--- src/rtl/i2c_slave_regs.sv ---
// I2C target exposing a 16 x 8-bit register file to the bus and to a host read port.
// Optional feature macro: I2C_SLAVE_AUTOINC_EN (register pointer auto-increments per data byte).
module i2c_slave_regs #(
  parameter logic [6:0] DEV_ADDR = 7'h50
) (
  input  logic       clk,
  input  logic       rst,
  input  logic       SCL_in,
  input  logic       SDA_in,
  output logic       SDA_out,
  input  logic [3:0] host_addr,
  output logic [7:0] host_data,
  output logic       wr_pulse,
  output logic [3:0] wr_addr,
  output logic [7:0] wr_data,
  output logic       busy
);

  localparam int unsigned NREGS = 16;
  localparam int unsigned AW    = 4;
  localparam int unsigned DW    = 8;

  typedef enum logic [3:0] {
    S_IDLE, S_DEV, S_ACK_DEV, S_REG, S_ACK_REG,
    S_WR, S_ACK_WR, S_RD, S_RACK, S_IGNORE
  } state_t;

  logic r_scl_s1, r_scl_s2, r_scl_h;
  logic r_sda_s1, r_sda_s2, r_sda_h;
  logic r_scl_rise, r_scl_fall, r_start, r_stop;

  state_t        r_state, w_state;
  logic [2:0]    r_bitcnt, w_bitcnt;
  logic [DW-2:0] r_shift, w_shift;
  logic [AW-1:0] r_ptr, w_ptr;
  logic          r_rw, w_rw;
  logic          r_ack_seen, w_ack_seen;
  logic          r_sda_out, w_sda_out;
  logic          r_busy, w_busy;
  logic          r_wr_pulse;
  logic [AW-1:0] r_wr_addr;
  logic [DW-1:0] r_wr_data;
  logic [DW-1:0] r_regs [NREGS];

  logic          w_commit;
  logic          w_last;
  logic [DW-1:0] w_byte;
  logic [DW-1:0] w_rd_byte;
  logic [AW-1:0] w_ptr_inc;

  // Synchronize pins; bus events are registered so they appear 3 clocks after a pin change.
  always_ff @(posedge clk or negedge rst) begin
    if (!rst) begin
      r_scl_s1   <= 1'b1;
      r_scl_s2   <= 1'b1;
      r_scl_h    <= 1'b1;
      r_sda_s1   <= 1'b1;
      r_sda_s2   <= 1'b1;
      r_sda_h    <= 1'b1;
      r_scl_rise <= 1'b0;
      r_scl_fall <= 1'b0;
      r_start    <= 1'b0;
      r_stop     <= 1'b0;
    end else begin
      r_scl_s1   <= SCL_in;
      r_scl_s2   <= r_scl_s1;
      r_scl_h    <= r_scl_s2;
      r_sda_s1   <= SDA_in;
      r_sda_s2   <= r_sda_s1;
      r_sda_h    <= r_sda_s2;
      r_scl_rise <= r_scl_s2 & ~r_scl_h;
      r_scl_fall <= ~r_scl_s2 & r_scl_h;
      r_start    <= r_scl_s2 & r_scl_h & ~r_sda_s2 & r_sda_h;
      r_stop     <= r_scl_s2 & r_scl_h & r_sda_s2 & ~r_sda_h;
    end
  end

  assign w_byte    = {r_shift, r_sda_h};
  assign w_last    = (r_bitcnt == 3'd7);
  assign w_rd_byte = r_regs[r_ptr];

`ifdef I2C_SLAVE_AUTOINC_EN
  assign w_ptr_inc = r_ptr + 4'd1;
`else
  assign w_ptr_inc = r_ptr;
`endif

  // Next-state logic; START/STOP take priority over any SCL edge in the same cycle.
  always_comb begin
    w_state    = r_state;
    w_bitcnt   = r_bitcnt;
    w_shift    = r_shift;
    w_ptr      = r_ptr;
    w_rw       = r_rw;
    w_ack_seen = r_ack_seen;
    w_sda_out  = r_sda_out;
    w_busy     = r_busy;
    w_commit   = 1'b0;

    if (r_stop) begin
      w_state   = S_IDLE;
      w_sda_out = 1'b1;
    end else if (r_start) begin
      w_state   = S_DEV;
      w_bitcnt  = 3'd0;
      w_sda_out = 1'b1;
    end else begin
      case (r_state)
        S_DEV: begin
          if (r_scl_rise) begin
            w_shift  = w_byte[DW-2:0];
            w_bitcnt = r_bitcnt + 3'd1;
            if (w_last) begin
              w_rw       = w_byte[0];
              w_ack_seen = 1'b0;
              w_state    = (w_byte[7:1] == DEV_ADDR) ? S_ACK_DEV : S_IGNORE;
            end
          end
        end
        S_REG, S_WR: begin
          if (r_scl_rise) begin
            w_shift  = w_byte[DW-2:0];
            w_bitcnt = r_bitcnt + 3'd1;
            if (w_last) begin
              w_ack_seen = 1'b0;
              if (r_state == S_REG) begin
                w_ptr   = w_byte[AW-1:0];
                w_state = S_ACK_REG;
              end else begin
                w_commit = 1'b1;
                w_ptr    = w_ptr_inc;
                w_state  = S_ACK_WR;
              end
            end
          end
        end
        // First fall drives ACK low, the fall after the master's sampling rise ends it.
        S_ACK_DEV, S_ACK_REG, S_ACK_WR: begin
          if (r_scl_rise) begin
            w_ack_seen = 1'b1;
          end else if (r_scl_fall) begin
            if (!r_ack_seen) begin
              w_sda_out = 1'b0;
            end else begin
              w_sda_out = 1'b1;
              if (r_state == S_ACK_DEV && r_rw) begin
                w_state   = S_RD;
                w_shift   = w_rd_byte[DW-2:0];
                w_sda_out = w_rd_byte[DW-1];
              end else if (r_state == S_ACK_DEV) begin
                w_state = S_REG;
              end else begin
                w_state = S_WR;
              end
            end
          end
        end
        S_RD: begin
          if (r_scl_rise) begin
            w_bitcnt = r_bitcnt + 3'd1;
            if (w_last) begin
              w_ack_seen = 1'b0;
              w_state    = S_RACK;
            end
          end else if (r_scl_fall) begin
            w_sda_out = r_shift[DW-2];
            w_shift   = {r_shift[DW-3:0], 1'b0};
          end
        end
        S_RACK: begin
          if (r_scl_rise) begin
            w_ack_seen = 1'b1;
            if (r_sda_h) begin
              w_state = S_IGNORE;
            end else begin
              w_ptr = w_ptr_inc;
            end
          end else if (r_scl_fall) begin
            if (!r_ack_seen) begin
              w_sda_out = 1'b1;
            end else begin
              w_state   = S_RD;
              w_shift   = w_rd_byte[DW-2:0];
              w_sda_out = w_rd_byte[DW-1];
            end
          end
        end
        default: begin
          w_sda_out = 1'b1;
        end
      endcase
    end

    if (w_state == S_IDLE || w_state == S_IGNORE) begin
      w_busy = 1'b0;
    end else if (w_state == S_ACK_DEV) begin
      w_busy = 1'b1;
    end
  end

  // State, datapath and register file.
  always_ff @(posedge clk or negedge rst) begin
    if (!rst) begin
      r_state    <= S_IDLE;
      r_bitcnt   <= 3'd0;
      r_shift    <= '0;
      r_ptr      <= '0;
      r_rw       <= 1'b0;
      r_ack_seen <= 1'b0;
      r_sda_out  <= 1'b1;
      r_busy     <= 1'b0;
      r_wr_pulse <= 1'b0;
      r_wr_addr  <= '0;
      r_wr_data  <= '0;
      for (int unsigned i = 0; i < NREGS; i++) begin
        r_regs[i] <= '0;
      end
    end else begin
      r_state    <= w_state;
      r_bitcnt   <= w_bitcnt;
      r_shift    <= w_shift;
      r_ptr      <= w_ptr;
      r_rw       <= w_rw;
      r_ack_seen <= w_ack_seen;
      r_sda_out  <= w_sda_out;
      r_busy     <= w_busy;
      r_wr_pulse <= w_commit;
      if (w_commit) begin
        r_regs[r_ptr] <= w_byte;
        r_wr_addr     <= r_ptr;
        r_wr_data     <= w_byte;
      end
    end
  end

  assign SDA_out   = r_sda_out;
  assign busy      = r_busy;
  assign wr_pulse  = r_wr_pulse;
  assign wr_addr   = r_wr_addr;
  assign wr_data   = r_wr_data;
  assign host_data = r_regs[host_addr];

endmodule
--- config.mk ---
export PLATFORM = sky130hd
export DESIGN_NAME = i2c_slave_regs
export DESIGN_NICKNAME = d
export VERILOG_FILES = /design/src/rtl/i2c_slave_regs.sv
export SDC_FILE = /design/constraint.sdc
export NUM_CORES = 1
export LEC_CHECK = 0
export CAP_MARGIN = 30
export CORE_AREA = 5 5 113 195
export CTS_CLUSTER_SIZE = 40
export DETAILED_ROUTE_END_ITERATION = 16
export DIE_AREA = 0 0 118 200
export PLACE_DENSITY = 0.62
export SETUP_SLACK_MARGIN = 0.2
export SYNTH_ARGS = -nofsm -noshare
export SYNTH_HDL_FRONTEND = slang
export SYNTH_SLANG_ARGS = --single-unit
--- constraint.sdc ---
create_clock -name clk -period 4.85 [get_ports clk]
set_clock_uncertainty 0.15 [all_clocks]
set_input_delay 1.2125 -clock clk [delete_from_list [all_inputs] [get_ports clk]]
set_output_delay 1.2125 -clock clk [all_outputs]
set_load 0.01 [all_outputs]
; ---- Yosys cells after proc, flatten, opt, wreduce, memory -nomap -nowiden
; Cells that the tools add are included.
[op_classes]
div = 0
n_mux = 67
order_cmp = 3
bitwise_logic = 15
add_sub_neg = 1
multipliers = 0
n_eq_ne = 32
n_reduce_logical = 20
shift = 0
[op_table]
columns = operator, n
row1 = bitwise mux 128 bit, 1
row2 = two-way mux 7 bit, 10
row3 = binary-select mux 8 bit (select 4 bit), 2
row4 = two-way mux 4 bit, 16
row5 = two-way mux 8 bit, 5
row6 = demux 8 bit (select 4 bit), 1
row7 = case mux 7 bit (4 select lines), 1
row8 = != test 4 bit (second input constant), 6
row9 = two-way mux 1 bit, 22
row10 = case mux 4 bit (5 select lines), 1
row11 = != test 2 bit (second input constant), 9
row12 = == test 4 x 3 -> 1 bit (second input constant), 4
row13 = two-way mux 3 bit, 5
row14 = AND reduction 13 bit, 1
row15 = == test 4 x 2 -> 1 bit (second input constant), 3
row16 = AND reduction 6 bit, 2
row17 = greater-or-equal comparator 5 bit (second input constant), 2
row18 = inverter 4 -> 5 bit, 2
row19 = == test 4 bit (second input constant), 2
row20 = != test 2 x 1 -> 1 bit (second input constant), 4
row21 = nonzero test 2 bit, 4
row22 = OR reduction 4 bit, 2
row23 = bitwise AND 1 bit, 7
row24 = == test 7 bit (second input constant), 1
row25 = other kinds (18), 25
[word_totals]
latchBits = 0
ramBits = 0
mem_count = 0
wordCells = 175
input_bits = 8
ff_bits = 173
out_inout_bits = 23
romBits = 0

; ---- Depth between registers and ports, before layout
; Gate-level depths: netlist of run 1.
[depth]
depth_word = 12
ltp_mapped = 10
mapped_depth_nobuf = 8

; ---- Worst setup path before layout of run 1
; OpenSTA, ideal clock, no wires.
[synth_timing]
path_type = input to output
startpoint = input host_addr[0]
endpoint = output host_data[1]
required_time_ns = 3.488
arrival_ns = 3.031
path_slack_ns = 0.457
stages = 4
cell_sequence = clkbuf_1 > buf_1 > mux4_2 > mux4_2
[synth_via]
elab_chain_cells = 4
[synth_rtl]
columns = item, line
row1 = "start, declared", 11  ; input logic [3:0] host_addr,
row2 = inverter 4 -> 5 bit (implied by the code), 241  ; assign host_data = r_regs[host_addr];
row3 = binary-select mux 8 bit (select 4 bit), 241
row4 = two-way mux 8 bit (implied by the code) (2 in series), 241
row5 = "end, declared", 12  ; output logic [7:0] host_data,
; No other way between the ends. The select of a mux whose other input is x is not followed.

; ---- Worst setup path after layout of run 1
[layout_timing]
startpoint = input host_addr[1]
endpoint = output host_data[3]
; The elaborated chain is that of the path after synthesis.

==> results of run 1 <==
[cells in the mapped netlist (all sizes together) (2+ instances only)]
cell type	n	share of area (%)
nor3	7	0.39
nand2	29	1.3
nor3b	4	0.46
a211oi	3	0.25
dfstp	7	2.1
nand4	2	0.14
or3	2	0.14
and3b	3	0.29
inv	4	0.17
a21oi	15	0.84
nor4	4	0.45
and3	2	0.14
ha	2	0.28
xor2	2	0.20
o31ai	2	0.17
nand3	7	0.61
and2	2	0.14
buf	17	0.85
mux4	80	20
mux2i	2	0.22
nor2	14	0.59
dfrtp	166	46
nor2b	6	0.42
or2	2	0.14
a22oi	2	0.17
clkbuf	37	1.6
o21ai	12	0.67
nand2b	5	0.35
a31oi	2	0.14
mux2	153	19
[sequential cells by signal, indices dropped and copies added (netlist names), 3 cells and up]
signal	flops
wr_data	8
r_shift	7
r_regs	128
r_state	4
r_ptr	4
wr_addr	4
r_bitcnt	3
[cell families (layout without fill, tap and decap cells)]
group	count (synthesis)	in the layout	synth area share (%)
buffers and inverters	58	74	2.58
DFF	173	173	48.4
AOI/OAI and AO/OA	45	45	3.19
muxes	235	235	39.5
and+or+nand+nor	91	91	5.76
xor gates and xnor gates	3	3	0.293
adders and majority gates	2	2	0.279
[final cells by class]
type                       instances  share of cell area (%)
inverter                           4                   0.148
multi-input combinational        376                    43.4
sequential                       173                    42.8
timing repair buffer              41                    4.35
clock buffer                      22                    4.88
tap                              248                    3.06
clock inverter                     7                    1.33
[worst max path at each step]
stage          slack [ns]      endpoint    startpoint  cells past startpoint
2_1_floorplan        0.46  host_data[1]  host_addr[0]                      4
3_3_place_gp         0.17  host_data[7]  host_addr[1]                      5
3_5_place_dp         0.16  host_data[7]  host_addr[1]                      5
4_1_cts              0.28  host_data[4]  host_addr[1]                      5
5_1_grt              0.25  host_data[3]  host_addr[1]                      5
6_report             0.30  host_data[3]  host_addr[1]                      5
[per-stage QoR]
stage | power (uW) | utilization, % | setup WS, ns
after floorplan | 2000 | - | 0.457
after global placement | 2160 | 46.9 | 0.169
after detailed placement | 2170 | 46.9 | 0.163
after CTS | 3640 | 50.2 | 0.283
after global routing | 3750 | 50.2 | 0.250
final | 3610 | 50.2 | 0.300
[power groups by stage]
stage / clock network (uW) / logic, uW / registers (uW)
floorplan: 0 / 423 / 1570
global placement: 0 / 461 / 1700
detailed placement: 0 / 474 / 1700
CTS: 1490 / 480 / 1680
global route: 1540 / 523 / 1690
finish: 1460 / 473 / 1680
[metal layers]
metal  vias up  share of wire [%]
li1       2350                  -
met1      2910                 38
met2       148                 54
met3        51                3.3
met4         0                4.2
met5         -                  0
[what timing repair did]
item | CTS | global route
hold buffers | 0 | 0
endpoints found under the setup margin | 3 | 0
gates resized for setup | 1 | 0
==> run metrics, run 1 <==
Most Frequent Cell on Critical Path=mux4_2; Antenna Violating Nets Remaining=0; Final TNS setup=0 ns; most common cell after layout, fill and taps aside=dfrtp_1; Avg Cell Area, Syn=14.8 um^2; Sw Pwr=973 uW; startpoint types=primary input; CTS buffer count=17; Power per Cell Area=356 mW/mm^2; busiest grt layer=met2; GP Congestion=0.848; Placed Instances=841; critical path, cell by cell=dlygate4sd2_1, bufbuf_16, mux4_2, mux4_2, clkdlybuf4s50_1; met2 Use GR=35.3%; drt wl/cell=25.6 um; most frequent cells in the layout=dfrtp_1, mux2_2, mux4_2, clkdlybuf4s50_1, nand2_1; Reg2Reg Setup Slack=1.70 ns; slowest CP cell=clkdlybuf4s50_1; num rows=69; layout cells sized above 1=47.4%; initial antenna violation count=0; # DRC=0; Worst-Skew Late Latency=0.43 ns; critical path class=primary input to output port; Detailed Route WL=22,300 um; # diodes=0; Die Y=200 um; gr usage total=19.6%; Netlist cell types=49; worst slew pin tran=about 0.95 ns; static leakage=0.00452 uW; Worst slew margin=36.9%; final setup fails=0; Final Hold Fails=0; family with the most delay on the worst path=buffers and inverters; CTS tree=yes; Internal Power=2640 uW; met3 GRT Util=2.93%; vias in the first global route=5,807; Die Area=0.0236 mm^2; WP buf/inv=3; hold path startpoint=r_scl_s1; Ys Warns=0; register area=0.00434 mm^2; DR pass1 iterations=4; Hold Path Class=flip-flop to flip-flop; Slowest Stage Delay on Critical Path=0.50 ns; max-cap violations=0; Via Count=approximately 5,500; CTS HTree Levels=4; fin crit period=4.55 ns; worst r2r path cells=8; Vias/cell=6.27; largest net degree at the start of global routing=93; Critical Path RT=3.49 ns; FILL cells=1,771; top_reg_cell synth=dfrtp_1; hold_ws=0.209 ns; sequential-to-total area share from yosys stat=48.4%; combinational share of power=13.1%; number of port buffers=30; top achievable clock speed=0.220 GHz; WP data arrival=3.19 ns; Post-synth EDFFs=0; worst-case clock buffer depth=2; final net count=approximately 620; r2r endpoint=r_regs[49]; Mapped Cells=just over 600; area delta synth->final=13.0%; status=finished clean; hold endpoint=r_scl_s2; synthesized flop and latch total=173; Multi-input gate area=0.00440 mm^2; met1 Usage GRT=between 20% and 30%; critical path endpoint category=output port; CP max FO=16; Sw Ratio=between 20 and 30%; Final Max Tran Viols=0; Area after DPL=0.00947 mm^2; Worst VDD drop=282 uV; die width=between 100 and 150 um; Final Cell Area=0.0101 mm^2; area of the mapped netlist=~0.009 mm^2; Period Utilization, post-route=roughly 94%; drt initial violations=around 380; Ports=31; total grt overflow=0; clk sinks=approximately 170; post-synth net total=617; Starting Density=44.4%; fin cells=871; hold depth=0; unrepaired setup endpoints after global routing=no; Reg clk slew, reported paths=0.06 ns; hpwl dp=14,500 um; core area=0.0202 mm^2; Clk pwr share=40.5%; first-pass GRT wire length=34,600 um; clock root buffer=clkbuf_16; r2r startpoint=r_bitcnt[0]; post-CTS setup buffers=0; Async SR Flop Fraction=100%; Flop pwr share=between 40% and 50%
Note: power is estimated with default switching activity, not from simulation.
==> inputs of run 2 (changes only) <==
- CTS_CLUSTER_DIAMETER: not set -> 40
==> results of run 2 <==
Same layout as run 1: the final DEF is identical, and so are final timing and power.
==> inputs of run 3 (changes only) <==
- SKIP_LAST_GASP: not set -> 1
- TNS_END_PERCENT: not set -> 10
==> results of run 3 <==
Same layout as run 1: the final DEF is identical, and so are final timing and power.
